==> src/rtl/sim_video_out.sv <==
// Video output stage for the simulation top: pixel clock-enable, colour expansion/blanking and
// line/frame geometry measurement. Define SIM_VIDEO_STATS_EN to build the geometry/frame statistics.
module sim_video_out #(
  parameter int IN_W   = 6,
  parameter int CE_DIV = 4,
  parameter int HCNT_W = 11,
  parameter int VCNT_W = 10
) (
  input  logic              clk_48,
  input  logic              reset,
  input  logic [IN_W-1:0]   r_in,
  input  logic [IN_W-1:0]   g_in,
  input  logic [IN_W-1:0]   b_in,
  input  logic              hsync_in,
  input  logic              vsync_in,
  input  logic              display_enable_n,
  output logic              ce_pix,
  output logic [7:0]        VGA_R,
  output logic [7:0]        VGA_G,
  output logic [7:0]        VGA_B,
  output logic              VGA_HS,
  output logic              VGA_VS,
  output logic              VGA_DE,
  output logic              frame_done,
  output logic [15:0]       frame_count,
  output logic [HCNT_W-1:0] h_total,
  output logic [HCNT_W-1:0] h_active,
  output logic [VCNT_W-1:0] v_total,
  output logic [VCNT_W-1:0] v_active
);

  localparam int DIV_W = $clog2(CE_DIV);
  localparam logic [DIV_W-1:0] DIV_LAST = DIV_W'(CE_DIV - 1);

  logic [DIV_W-1:0] div_cnt_q, div_cnt_d;
  logic             ce_pix_q;
  logic [7:0]       vga_r_q, vga_g_q, vga_b_q;
  logic             hs_q, vs_q, de_q;
  logic             de_s;

  // Replicating the MSBs into the LSBs keeps full-scale input at 8'hFF.
  function automatic logic [7:0] expand(input logic [IN_W-1:0] c);
    return 8'({c, c} >> (2 * IN_W - 8));
  endfunction

  assign de_s = ~display_enable_n;

  always_comb begin
    div_cnt_d = div_cnt_q + 1'b1;
    if (div_cnt_q == DIV_LAST) div_cnt_d = '0;
  end

  always_ff @(posedge clk_48) begin
    if (reset) begin
      div_cnt_q <= '0;
      ce_pix_q  <= 1'b0;
    end else begin
      div_cnt_q <= div_cnt_d;
      ce_pix_q  <= (div_cnt_q == DIV_LAST);
    end
  end

  // hs_q/vs_q double as the previous-sample syncs for edge detection.
  always_ff @(posedge clk_48) begin
    if (reset) begin
      vga_r_q <= 8'h00;
      vga_g_q <= 8'h00;
      vga_b_q <= 8'h00;
      hs_q    <= 1'b0;
      vs_q    <= 1'b0;
      de_q    <= 1'b0;
    end else if (ce_pix_q) begin
      vga_r_q <= de_s ? expand(r_in) : 8'h00;
      vga_g_q <= de_s ? expand(g_in) : 8'h00;
      vga_b_q <= de_s ? expand(b_in) : 8'h00;
      hs_q    <= hsync_in;
      vs_q    <= vsync_in;
      de_q    <= de_s;
    end
  end

  assign ce_pix = ce_pix_q;
  assign VGA_R  = vga_r_q;
  assign VGA_G  = vga_g_q;
  assign VGA_B  = vga_b_q;
  assign VGA_HS = hs_q;
  assign VGA_VS = vs_q;
  assign VGA_DE = de_q;

`ifdef SIM_VIDEO_STATS_EN
  logic              hs_rise, vs_rise, line_qual;
  logic [HCNT_W-1:0] hcnt_q, hact_q, h_total_q, h_active_q;
  logic [VCNT_W-1:0] vcnt_q, vact_q, v_total_q, v_active_q;
  logic [VCNT_W-1:0] vcnt_d, vact_d;
  logic              h_armed_q, v_armed_q, frame_done_q;
  logic [15:0]       frame_count_q;

  assign hs_rise   = ce_pix_q & hsync_in & ~hs_q;
  assign vs_rise   = ce_pix_q & vsync_in & ~vs_q;
  assign line_qual = (hact_q != '0);

  // Line closes before the frame, so a coincident line is counted into the closing frame.
  always_comb begin
    vcnt_d = vcnt_q;
    vact_d = vact_q;
    if (hs_rise) begin
      vcnt_d = vcnt_q + 1'b1;
      if (line_qual) vact_d = vact_q + 1'b1;
    end
  end

  always_ff @(posedge clk_48) begin
    if (reset) begin
      hcnt_q        <= '0;
      hact_q        <= '0;
      h_total_q     <= '0;
      h_active_q    <= '0;
      vcnt_q        <= '0;
      vact_q        <= '0;
      v_total_q     <= '0;
      v_active_q    <= '0;
      h_armed_q     <= 1'b0;
      v_armed_q     <= 1'b0;
      frame_done_q  <= 1'b0;
      frame_count_q <= '0;
    end else begin
      frame_done_q <= 1'b0;
      if (ce_pix_q) begin
        if (hs_rise) begin
          hcnt_q    <= '0;
          hact_q    <= '0;
          h_armed_q <= 1'b1;
          if (h_armed_q) begin
            h_total_q <= hcnt_q + 1'b1;
            if (line_qual) h_active_q <= hact_q;
          end
        end else begin
          if (hcnt_q != '1) hcnt_q <= hcnt_q + 1'b1;
          if (de_s && hact_q != '1) hact_q <= hact_q + 1'b1;
        end
        // Counters clear on every vsync rise so the first armed frame is measured cleanly.
        if (vs_rise) begin
          vcnt_q        <= '0;
          vact_q        <= '0;
          v_armed_q     <= 1'b1;
          frame_done_q  <= 1'b1;
          frame_count_q <= frame_count_q + 1'b1;
          if (v_armed_q) begin
            v_total_q  <= vcnt_q + 1'b1;
            v_active_q <= vact_d;
          end
        end else begin
          vcnt_q <= vcnt_d;
          vact_q <= vact_d;
        end
      end
    end
  end

  assign frame_done  = frame_done_q;
  assign frame_count = frame_count_q;
  assign h_total     = h_total_q;
  assign h_active    = h_active_q;
  assign v_total     = v_total_q;
  assign v_active    = v_active_q;
`else
  assign frame_done  = 1'b0;
  assign frame_count = '0;
  assign h_total     = '0;
  assign h_active    = '0;
  assign v_total     = '0;
  assign v_active    = '0;
`endif

endmodule

==> config.mk <==
export PLATFORM = sky130hd
export DESIGN_NAME = sim_video_out
export DESIGN_NICKNAME = d
export VERILOG_FILES = /design/src/rtl/sim_video_out.sv
export SDC_FILE = /design/constraint.sdc
export NUM_CORES = 1
export LEC_CHECK = 0
export BUFFER_PORTS_ARGS = -buffer_cell sky130_fd_sc_hd__clkbuf_2
export CORE_MARGIN = 2
export CORE_UTILIZATION = 36
export DETAILED_ROUTE_END_ITERATION = 16
export GPL_TIMING_DRIVEN = 0
export PLACE_DENSITY = 0.77
export SETUP_SLACK_MARGIN = 0.1
export SKIP_LAST_GASP = 1
export SLEW_MARGIN = 20
export SYNTH_ARGS = -nofsm -noshare
export SYNTH_HDL_FRONTEND = slang
export SYNTH_SLANG_ARGS = --single-unit
export TNS_END_PERCENT = 1
==> constraint.sdc <==
create_clock -name clk_48 -period 0.97 [get_ports clk_48]
set_clock_uncertainty 0.2 [all_clocks]
set_input_delay 0.194 -clock clk_48 [delete_from_list [all_inputs] [get_ports clk_48]]
set_output_delay 0.194 -clock clk_48 [all_outputs]
set_load 0.05 [all_outputs]
==> results of run 1 <==
==> cell families (layout without fill, tap and decap cells) <==
logic type	Yosys count	count (layout)	synth area share
buf+inv	72	126	0.374
simple gates	42	42	0.194
flops	24	24	0.335
compound gates	19	19	0.0716
mux	2	2	0.0140
fa+ha+maj	1	1	0.00872
other cells	1	59	0.00262
==> state kept, by name, summed over array words and instances, names as in the netlist <==
signal and flops:
VGA_G 6, ce_pix 1, VGA_DE 1, div_cnt_q 2, VGA_VS 1, VGA_B 6, VGA_HS 1, VGA_R 6
==> path summary, 6_finish.rpt <==
kind	end	slack, ns
setup / recovery	VGA_G[7]	-0.31
hold / removal	VGA_DE$_SDFFE_PP0P_	-0.04
setup reg to reg	VGA_R[5]$_SDFFE_PP0P_	-0.10
hold reg to reg	div_cnt_q[0]$_SDFF_PP0_	0.24
==> layer usage <==
metal  wire length, µm  global-route usage  up-vias
met2              1540               0.226       44
met1              1120               0.139      482
li1                  -                   -      622
met5                 0                   0        -
met3               260              0.0287        2
met4                 8              0.0383        0
==> power by group through the flow <==
stage	logic, mW	registers [mW]	clock network, mW
floorplan	0.781	1.08	0
global placement	0.912	1.03	0
detailed placement	0.915	1.03	0
CTS	0.931	1.01	0.692
global route	0.984	1.01	0.738
finish	0.940	1.01	0.666
==> placed cells by master (no fill, tap or decap), drive strengths merged, types with 2 or more instances in the layout <==
cell type / netlist / final
nor2: 3 / 3
mux2i: 2 / 2
a21oi: 18 / 18
nand2b: 18 / 18
buf: 72 / 76
nand3b: 18 / 18
dfxtp: 24 / 24
clkbuf: 0 / 50
conb: 1 / 59
==> metrics by stage <==
stage,TNS [ns],util,hold slack [ns]
3_3_place_gp,-2.39,0.532,0.217
2_1_floorplan,-3.29,-,0.0559
4_1_cts,-10.32,0.592,-0.0388
6_report,-9.64,0.592,-0.0399
3_5_place_dp,-2.80,0.532,0.227
5_1_grt,-12.01,0.592,-0.0396
==> Yosys cell counts (2+ instances only) <==
| library cell | number | share of area |
|---|---|---|
| nand2b_1 | 18 | 0.079 |
| mux2i_1 | 2 | 0.014 |
| nor2_1 | 3 | 0.0079 |
| buf_4 | 68 | 0.36 |
| nand3b_1 | 18 | 0.094 |
| buf_2 | 3 | 0.010 |
| dfxtp_1 | 24 | 0.34 |
| a21oi_1 | 18 | 0.063 |
==> timing repair <==
item / in CTS / in global routing
resized for setup: 34 / 4
endpoints found under the setup margin: 52 / 52
hold endpoints to repair: 24 / 20
setup buffers: 0 / 0
gates cloned: 0 / 0
==> final cells by class <==
cell class | count | area, µm²
Timing Repair Buffer | 50 | 395
Clock buffer | 4 | 55.1
Sequential cell | 24 | 508
Buffer | 72 | 563
Tap cell | 48 | 60.1
Multi-Input combinational cell | 123 | 634
Fill cell | 351 | 1530
==> critical path: stages (launching register included) <==
cell and delay (ns):
dfxtp_4 0.36, buf_6 0.11, clkbuf_16 0.16
==> results.sh, run 1 <==
export IMPL_outcome="complete, but fails checks"
export IMPL_violations="hold timing, setup timing"
export IMPL_ys_types=15
export IMPL_wire_per_inst_um=9.10
export IMPL_hold_class="in2reg"
export IMPL_post_route_period_util=1.32
export IMPL_avgSynthCellArea_um2=8.91
export IMPL_async_flop_share=0
export IMPL_start_kind="flop"
export IMPL_cts_tree="yes"
export IMPL_ios=110
export IMPL_ys_warnings_count=0
export IMPL_finalMaxSlewViolations=0
export IMPL_p_int_mw=1.63
export IMPL_cp_arrival_ns=0.89
export IMPL_grt_max_degree=14
export IMPL_switching_power_mw=0.980
export IMPL_ys_seq_elements=24
export IMPL_fin_crit_ns=1.28
export IMPL_route_detailed_drc=0
export IMPL_combPwrFrac=0.360
export IMPL_rsz0062_at_grt="true"
export IMPL_dp_hpwl_mm=2.27
export IMPL_drt_iter0_markers=23
export IMPL_cts_made_buffers=3
export IMPL_placedCellCount=317
export IMPL_p_leak_nw=1.15
export IMPL_fin_hold_ws_ns=-0.0399
export IMPL_place_ws_ns=-0.130
export IMPL_nets=298
export IMPL_final_area_mm2=0.00222
export IMPL_detail_route_antenna_nets=0
export IMPL_area_growth_pct=54.5
export IMPL_placed_area_mm2=0.00199
export IMPL_switching_share=0.375
export IMPL_rows=22
export IMPL_num_vias=1150
export IMPL_antenna_found_initial=0
export IMPL_seqPwrFrac=0.385
export IMPL_cts_htree_levels=1
export IMPL_start_util=0.383
export IMPL_synth_edf_count=0
export IMPL_diodes=0
export IMPL_die_y_um=67.1
export IMPL_power_density_mw_per_mm2=1180
export IMPL_setup_worst_path_class="reg2out"
export IMPL_syn_inst=161
export IMPL_synth_ff_type="dfxtp_1"
export IMPL_first_global_vias=963
export IMPL_hold_viol=23
export IMPL_clock_latency_ns=0.26
export IMPL_routabilityCongestion=0.716
export IMPL_first_pass_iters=4
export IMPL_worstSetupEndpointType="output port"
export IMPL_die_x_um=67.1
export IMPL_drt_total_wl_mm=2.92
export IMPL_required_ns=0.58
export IMPL_ir_drop_uv=791
export IMPL_synthesis_area_mm2=0.00143
export IMPL_clockRootBuffer="clkbuf_8"
export IMPL_drv_cap=0
export IMPL_cts_path_max_buffers=2
export IMPL_crit_path_start="VGA_G[1]$_SDFFE_PP0P_"
export IMPL_grtUsageTotal=0.123
export IMPL_io_buffers=50
export IMPL_drive_gt1_frac=0.495
export IMPL_total_power_mw=2.61
export IMPL_fin_ws_ns=-0.312
export IMPL_dieArea_mm2=0.00450
export IMPL_clkSinkCount=24
export IMPL_ys_seq_area_frac=0.335
export IMPL_clkTransAtPathRegs_ns=0.08
export IMPL_layout_cells_non_filler=321
export IMPL_whs_path_depth=2
export IMPL_r2r_start="ce_pix$_SDFF_PP0_"
export IMPL_critPathMaxFanout=3
export IMPL_pwr_share_clk=0.255
export IMPL_min_delay_start="reset"
export IMPL_vias_per_cell=3.58
export IMPL_core_mm2=0.00374
export IMPL_grt_pass1_wl_mm=4.24
export IMPL_setup_viol=51
export IMPL_fmax_mhz=780
export IMPL_overflow=0
export IMPL_r2r_cells=3
Power figures use the tool's default switching activity.
==> inputs of run 2 (changes only) <==
Settings changed: CORE_UTILIZATION 36 to 30, CTS_CLUSTER_SIZE set to 8, PLACE_DENSITY 0.77 to 0.66.
==> run 2 against run 1 <==
- the flow still finishes with violations (hold timing, setup timing)
- sequential power about the same
- sequential share of layout area about the same
- worst setup slack worse by 0.0045 ns
- final cell count up 1.9%
- maximum frequency down 0.35%
- first-iteration DRC count up 4.3%
- non-clock buffer count unchanged
- highest routed layer unchanged
==> results.sh, run 2 (same netlist as run 1, synthesis figures left out) <==
export IMPL_clkTransAtPathRegs_ns=0.09
export IMPL_fin_ws_ns=-0.317
export IMPL_grtUsageTotal=0.103
export IMPL_nets=298
export IMPL_area_growth_pct=54.7
export IMPL_wire_per_inst_um=8.78
export IMPL_antenna_found_initial=0
export IMPL_detail_route_antenna_nets=0
export IMPL_io_buffers=50
export IMPL_post_route_period_util=1.33
export IMPL_final_cell_mix="buf_4, conb_1, clkbuf_2"
export IMPL_die_y_um=73.1
export IMPL_start_util=0.308
export IMPL_place_ws_ns=-0.116
export IMPL_cp_arrival_ns=0.89
export IMPL_finalMaxSlewViolations=0
export IMPL_vias_per_cell=3.51
export IMPL_hold_viol=24
export IMPL_die_x_um=73.1
export IMPL_overflow=0
export IMPL_setup_viol=51
export IMPL_violations="hold timing, setup timing"
export IMPL_cts_tree="yes"
export IMPL_fin_util=0.476
export IMPL_core_mm2=0.00466
export IMPL_rows=25
export IMPL_total_power_mw=2.63
export IMPL_drive_gt1_frac=0.495
export IMPL_grt_pass1_wl_mm=4.33
export IMPL_required_ns=0.58
export IMPL_crit_chain="buf_6 > clkbuf_16"
export IMPL_final_common_cell="buf_4"
export IMPL_worstSetupEndpointType="output port"
export IMPL_drt_iter0_markers=24
export IMPL_min_delay_start="reset"
export IMPL_hold_class="in2reg"
export IMPL_first_global_vias=1002
export IMPL_drv_cap=0
export IMPL_cts_made_buffers=3
export IMPL_dp_hpwl_mm=2.25
export IMPL_num_vias=1147
export IMPL_crit_path_start="VGA_R[1]$_SDFFE_PP0P_"
export IMPL_cts_htree_levels=1
export IMPL_outcome="complete, but fails checks"
export IMPL_route_detailed_drc=0
export IMPL_layout_cells_non_filler=327
export IMPL_clkSinkCount=24
export IMPL_dieArea_mm2=0.00535
export IMPL_critPathMaxFanout=3
export IMPL_cpPeakStageDelay_ns=0.36
export IMPL_fin_hold_ws_ns=-0.0496
export IMPL_rsz0062_at_grt="true"
export IMPL_crit_slowest_cell="dfxtp_4"
export IMPL_placedCellCount=323
export IMPL_p_leak_nw=1.16
export IMPL_routabilityCongestion=0.690
export IMPL_fin_crit_ns=1.29
export IMPL_ir_drop_uv=505
export IMPL_fmax_mhz=777
export IMPL_grt_max_degree=14
export IMPL_clock_latency_ns=0.27
export IMPL_drt_total_wl_mm=2.87
export IMPL_power_density_mw_per_mm2=1190
export IMPL_first_pass_iters=4
export IMPL_r2r_start="ce_pix$_SDFF_PP0_"
export IMPL_ios=110
export IMPL_diodes=0
export IMPL_start_kind="flop"
export IMPL_setup_worst_path_class="reg2out"
export IMPL_clockRootBuffer="clkbuf_8"
export IMPL_cts_path_max_buffers=2
## run 2: cell count changes in the layout (fill, tap and decap cells not counted), sizes merged
cell / previous run / this run
clkbuf: 50 / 45
buf: 76 / 81
## run 2: critical path, delay by kind of cell (launching register included)
kind,cells,cell delay [ns]
flops,1,0.36
buf+inv,2,0.27
## run 2: through the flow
| stage | area (µm²) | setup TNS, ns |
|---|---|---|
| 3_5_place_dp | 2000 | -2.88 |
| 6_report | 2220 | -9.88 |
| 5_1_grt | 2220 | -12.48 |
| 3_3_place_gp | 2000 | -2.60 |
| 4_1_cts | 2220 | -10.68 |
| 2_1_floorplan | 1680 | -3.29 |
## run 2: where the power goes
group	total [mW]	internal (mW)	leakage (nW)	switching, mW
clock	0.684	0.363	0.0288	0.321
sequential	1.01	0.993	0.200	0.0135
combinational	0.940	0.277	0.929	0.663
total	2.63	1.63	1.16	0.998
## run 2: final cells by class
type	instances	area, µm²
Clock buffer	4	55.1
Buffer	72	563
Timing Repair Buffer	50	390
Multi-Input combinational cell	123	634
Sequential cell	24	508
Tap cell	54	67.6
Fill cell	467	2440
## run 2: path summary, 6_finish.rpt
kind / end / depth (start not counted) / slack [ns]
worst max register to register: VGA_G[5]$_SDFFE_PP0P_ / 3 / -0.10
worst max-delay path: VGA_R[7] / 2 / -0.32
worst min-delay path: ce_pix$_SDFF_PP0_ / 2 / -0.05
worst min register to register: div_cnt_q[0]$_SDFF_PP0_ / 1 / 0.25
## run 2: timing repair
| action | in CTS | in global routing |
|---|---|---|
| endpoints found under the setup margin | 52 | 52 |
| resized for setup | 32 | 9 |
| setup buffers | 0 | 0 |
| endpoints found under the hold margin | 24 | 22 |
## run 2: routing by layer
layer  up-vias  track usage  share of wire
li1        624            -              -
met1       466        0.125           0.40
met2        52        0.175           0.51
met3         5       0.0166          0.072
met4         0       0.0494          0.018
met5         -            0              0
